<file path="src/rtl/cim_accumulator.sv">
// Signed-magnitude product accumulator: saturating sum of len products, sticky ovf; result 1 cycle after last product.
// Backpressure: result held in HOLD until out_ready, inputs ignored meanwhile; next frame starts the cycle after acceptance.
module cim_accumulator #(
    parameter int DIN_BIT_WIDTH = 18,
    parameter int ACC_LEN_WIDTH = 3,
    parameter int ACC_BIT_WIDTH = DIN_BIT_WIDTH + ACC_LEN_WIDTH
) (
    input  logic                     clk,
    input  logic                     rst_n,
    input  logic                     start,
    input  logic [ACC_LEN_WIDTH-1:0] len,
    input  logic                     in_valid,
    input  logic [DIN_BIT_WIDTH-1:0] din,
    output logic                     busy,
    output logic                     out_valid,
    input  logic                     out_ready,
    output logic [ACC_BIT_WIDTH-1:0] dout,
    output logic                     ovf
);

    localparam int MAG_W = DIN_BIT_WIDTH - 1;
    localparam logic [ACC_LEN_WIDTH-1:0] LEN_ONE = 1;
    localparam logic [ACC_BIT_WIDTH-1:0] ACC_MAX = {1'b0, {(ACC_BIT_WIDTH-1){1'b1}}};
    localparam logic [ACC_BIT_WIDTH-1:0] ACC_MIN = {1'b1, {(ACC_BIT_WIDTH-1){1'b0}}};

    typedef enum logic [1:0] {IDLE, ACCUM, HOLD} state_t;

    state_t                   state_q, state_d;
    logic [ACC_BIT_WIDTH-1:0] acc_q, acc_d;
    logic [ACC_LEN_WIDTH-1:0] cnt_q, cnt_d;
    logic [ACC_LEN_WIDTH-1:0] len_q, len_d;
    logic [ACC_BIT_WIDTH-1:0] dout_q, dout_d;
    logic                     ovf_q, ovf_d;
    logic                     out_valid_q, out_valid_d;
    logic                     busy_q, busy_d;

    logic [ACC_BIT_WIDTH:0]   mag_ext, val_ext, sum;
    logic [ACC_BIT_WIDTH-1:0] sat_val;
    logic                     sat_hit;

    // One guard bit is enough: |product| < 2^(ACC_BIT_WIDTH-1), so the sum never wraps the wide form.
    always_comb begin
        mag_ext = '0;
        mag_ext[MAG_W-1:0] = din[MAG_W-1:0];
        val_ext = din[DIN_BIT_WIDTH-1] ? ('0 - mag_ext) : mag_ext;
        sum     = {acc_q[ACC_BIT_WIDTH-1], acc_q} + val_ext;
        sat_hit = sum[ACC_BIT_WIDTH] != sum[ACC_BIT_WIDTH-1];
        if (sat_hit) begin
            sat_val = sum[ACC_BIT_WIDTH] ? ACC_MIN : ACC_MAX;
        end else begin
            sat_val = sum[ACC_BIT_WIDTH-1:0];
        end
    end

    always_comb begin
        state_d     = state_q;
        acc_d       = acc_q;
        cnt_d       = cnt_q;
        len_d       = len_q;
        dout_d      = dout_q;
        ovf_d       = ovf_q;
        out_valid_d = out_valid_q;
        case (state_q)
            IDLE: begin
                if (start && (len != '0)) begin
                    len_d   = len;
                    acc_d   = '0;
                    cnt_d   = '0;
                    ovf_d   = 1'b0;
                    state_d = ACCUM;
                end
            end
            ACCUM: begin
                if (in_valid) begin
                    acc_d = sat_val;
                    cnt_d = cnt_q + LEN_ONE;
                    if (sat_hit) begin
                        ovf_d = 1'b1;
                    end
                    if (cnt_q == (len_q - LEN_ONE)) begin
                        dout_d      = sat_val;
                        out_valid_d = 1'b1;
                        state_d     = HOLD;
                    end
                end
            end
            HOLD: begin
                if (out_ready) begin
                    out_valid_d = 1'b0;
                    state_d     = IDLE;
                end
            end
            default: begin
                state_d = IDLE;
            end
        endcase
        busy_d = (state_d != IDLE);
    end

    always_ff @(posedge clk or negedge rst_n) begin
        if (!rst_n) begin
            state_q     <= IDLE;
            acc_q       <= '0;
            cnt_q       <= '0;
            len_q       <= '0;
            dout_q      <= '0;
            ovf_q       <= 1'b0;
            out_valid_q <= 1'b0;
            busy_q      <= 1'b0;
        end else begin
            state_q     <= state_d;
            acc_q       <= acc_d;
            cnt_q       <= cnt_d;
            len_q       <= len_d;
            dout_q      <= dout_d;
            ovf_q       <= ovf_d;
            out_valid_q <= out_valid_d;
            busy_q      <= busy_d;
        end
    end

    assign busy      = busy_q;
    assign out_valid = out_valid_q;
    assign dout      = dout_q;
    assign ovf       = ovf_q;

endmodule

</file>
<file path="config.mk">
export PLATFORM = sky130hd
export DESIGN_NAME = cim_accumulator
export DESIGN_NICKNAME = d
export VERILOG_FILES = /design/src/rtl/cim_accumulator.sv
export SDC_FILE = /design/constraint.sdc
export NUM_CORES = 1
export LEC_CHECK = 0
export ABC_CLOCK_PERIOD_IN_PS = 2800
export CORE_MARGIN = 3
export CORE_UTILIZATION = 51
export CTS_CLUSTER_DIAMETER = 50
export CTS_CLUSTER_SIZE = 20
export DETAILED_ROUTE_END_ITERATION = 8
export PLACE_DENSITY = 0.87
export RECOVER_POWER = 100
export SETUP_SLACK_MARGIN = 0.05
export SLEW_MARGIN = 5
export SYNTH_ARGS = -nofsm -noshare
export SYNTH_HDL_FRONTEND = slang
export SYNTH_SLANG_ARGS = --single-unit
</file>
<file path="constraint.sdc">
create_clock -name clk -period 2.8 [get_ports clk]
set_input_delay 0.56 -clock clk [delete_from_list [all_inputs] [get_ports clk]]
set_output_delay 0.56 -clock clk [all_outputs]
set_load 0.005 [all_outputs]
</file>
==> results.ini <==
[synth]
syn_area_per_cell_um2=9.41
synth.net_count=476
synth_cell_types=63
synth_flop_cell=dfrtp_1
synth-seq-area-share=0.333
yosys_warnings=0
ys_seq_elements=53
synthArstFlopShare=1.00
synthCells=423
syn_area_um2=3980
synth_edf_count=0

[sta]
hold-worst-slack_ns=0.383
fmax_ghz=0.239
period_needed_ns=4.19
tightest_slew_ns=1.11
grt_setup_unrepaired=true
fin_crit_sh=1.50
final-max-slew-violation-count=0
finalClockSkew_ns=0.00840
finalSetupViolCount=43
final_hold_viol_count=0
slew_headroom=0.261
setup_slack_ns=-1.39

[placement]
dp_hpwl_um=8490
gp_congestion=0.877
io_buffers=49
place_ws_ns=-2.03
placed_area_um2=5250

[setup_path]
crit_start=din[10]
cpPeakStageDelay_ns=0.53
worstPathCellList=buf_6 -> or4_4 -> or4_4 -> or3_4 -> o31a_1 -> buf_6 -> ha_4 -> and3_4 -> buf_6 -> and3_4 -> nand2_4 -> a21oi_4 -> o211ai_4 -> buf_6 -> buf_16 -> maj3_2 -> o22ai_2
worstReg2RegEnd=acc_q[12]
rr_worst_depth=12
cp_max_fo=5
path_class=input port to register
cp_common_cell=buf_6
r2r_slack_ns=-0.26
crit_required_ns=3.03
cp-end-kind=register
cp-start-kind=input port
cp.arrival_ns=4.42
crit_buf_inv=5
path_delay_family=simple AND/OR/NAND/NOR gates
r2r-start=acc_q[0]
cp_slowest_cell=or4_4

[global_routing]
grt_max_degree=43
antenna_found_initial=0
grt_overflow=0
grtUsageTotal=0.282
grt_pass1_vias=3899
grt_pass1_wl_um=19500

[hold_path]
hp-class=input port to asynchronous set/reset pin

[clock_network]
clk_pin_slew_ns=0.10
cts_root_buffer=clkbuf_8
htreeDepth=2
cts_tree=yes
holdBufCountCts=0
clock_latency_ns=0.31
clock-sinks=53
cts_buffer_depth=2
cts_buffers=5

[finish]
nFillCells=438
antenna_cells=0
design.final.nets=636
synthToLayoutAreaGrowth_pct=46.9
layout-drive-gt1-share=0.397
stdcell_area_um2=5850

[floorplanning]
fp.dieArea_um2=8900
pin_count=50
initial_core_util=0.537
coreArea_um2=7410
die_h_um=94.3
rows=31
die_x_um=94.3

[power]
p_comb_frac=0.751
leakage_nw=2.64
switching_share=0.443
power_density_nw_per_um2=1280
p_int_w=0.00417
power.share.clock=0.058
p_seq_frac=0.191
power.switching_w=0.00332
peakVddDrop_mv=0.481

[drt]
wl_met2_um=6470
firstDrtPassIters=6
postRouteAntennaNets=0
drt_wl_total_um=13200
via_count=4027
routedWlPerCell_um=19.3
viasPerCell=5.90
top_layer=met4
drcViolationCount=0
met1Wirelength_um=5350
wl_met3_um=934
drtIter0Drc=276

[status]
violations=negative setup slack
outcome=complete, but fails checks

[run]
max_cap_viol_count=0

==> cells by family (layout without fill, tap and decap cells) <==
| logic type | Yosys count | after routing | synth area share |
|---|---|---|---|
| flops | 53 | 53 | 0.333 |
| fa+ha+maj | 47 | 47 | 0.143 |
| compound gates | 124 | 124 | 0.228 |
| xor+xnor | 36 | 36 | 0.0792 |
| buf+inv | 35 | 196 | 0.0604 |
| mux | 4 | 4 | 0.0110 |
| simple gates | 124 | 124 | 0.145 |
==> power by group through the flow <==
stage	clock network (W)	registers, W	logic (W)
global route	0.000464	0.00146	0.00594
finish	0.000432	0.00143	0.00563
detailed placement	0	0.00141	0.00457
floorplan	0	0.00133	0.00295
global placement	0	0.00139	0.00434
CTS	0.000422	0.00142	0.00525
==> worst max-delay path by stage <==
stage | to | slack [ns] | cells past startpoint
global placement | acc_q[17] | -1.85 | 16
global route | acc_q[12] | -1.45 | 18
floorplan | acc_q[1] | -1.40 | 14
CTS | acc_q[15] | -1.63 | 16
finish | acc_q[12] | -1.39 | 17
detailed placement | acc_q[0] | -2.03 | 16
==> through the flow <==
step | instances | util | power [W] | setup TNS [ns]
floorplan | 423 | - | 0.00427 | -58.03
global placement | 652 | 0.709 | 0.00574 | -77.55
detailed placement | 652 | 0.709 | 0.00598 | -82.96
CTS | 676 | 0.762 | 0.00709 | -66.10
global route | 683 | 0.789 | 0.00787 | -60.40
finish | 683 | 0.789 | 0.00749 | -56.23
==> cells in the final DEF, fill, tap and decap left out, types with 5 or more instances in the layout <==
master and n:
ha_1 22, o21ai_0 16, xor2_1 8, clkdlybuf4s50_1 19, dlygate4sd3_1 25, a21oi_2 5
o21ai_2 14, a21o_1 7, o21ai_1 13, a21oi_1 15, dfrtp_1 53, clkbuf_8 5
inv_1 12, nor2_1 10, nand2_1 73, maj3_2 20, o22ai_2 19, xnor2_1 26
clkbuf_1 7, o211ai_1 5, buf_6 7, buf_4 109, buf_12 5
==> sequential cells by signal (all words and copies together), names as in the netlist <==
name / cells
busy: 1
acc_q: 21
len_q: 3
cnt_q: 3
ovf: 1
state_q: 2
dout: 21
out_valid: 1
==> area by class of cell <==
cell class | instances | area, µm² | area share
inverters | 12 | 45.0 | 0.00771
repair buffers | 176 | 1570 | 0.269
well taps | 99 | 124 | 0.0212
flip-flops and latches | 53 | 1330 | 0.227
multi-input cells | 335 | 2700 | 0.461
clock buffers | 8 | 80.1 | 0.0137
==> timing repair <==
item / CTS / global route
pin swaps: 31 / 42
resized for setup: 40 / 47
endpoints found under the setup margin: 43 / 43
gates cloned: 4 / 0
setup buffers: 13 / 8
==> worst reg2reg max path, delay by kind of cell (launching register included) <==
kind	cells	cell delay (ns)
AOI/OAI and AO/OA	5	1.07
and+or+nand+nor	1	0.10
adders and majority gates	3	0.93
buffers and inverters	3	0.47
DFF	1	0.43
==> per-layer routing <==
layer | up-vias | track usage
li1 | 1843 | -
met1 | 1939 | 0.355
met2 | 206 | 0.472
met3 | 39 | 0.0521
met4 | 0 | 0.122
met5 | - | 0
==> cells in the mapped netlist, types with 7 or more instances <==
cell type,instances,area share
nand2_1,77,0.073
dfrtp_1,53,0.33
xnor2_1,28,0.062
ha_1,26,0.082
o21ai_1,22,0.028
a21oi_1,21,0.026
o21ai_0,21,0.026
maj3_2,20,0.057
o22ai_2,18,0.057
inv_1,12,0.011
clkbuf_1,11,0.010
nor2_1,10,0.0094
xor2_1,8,0.018
a21o_1,7,0.013
Power figures use the tool's default switching activity.
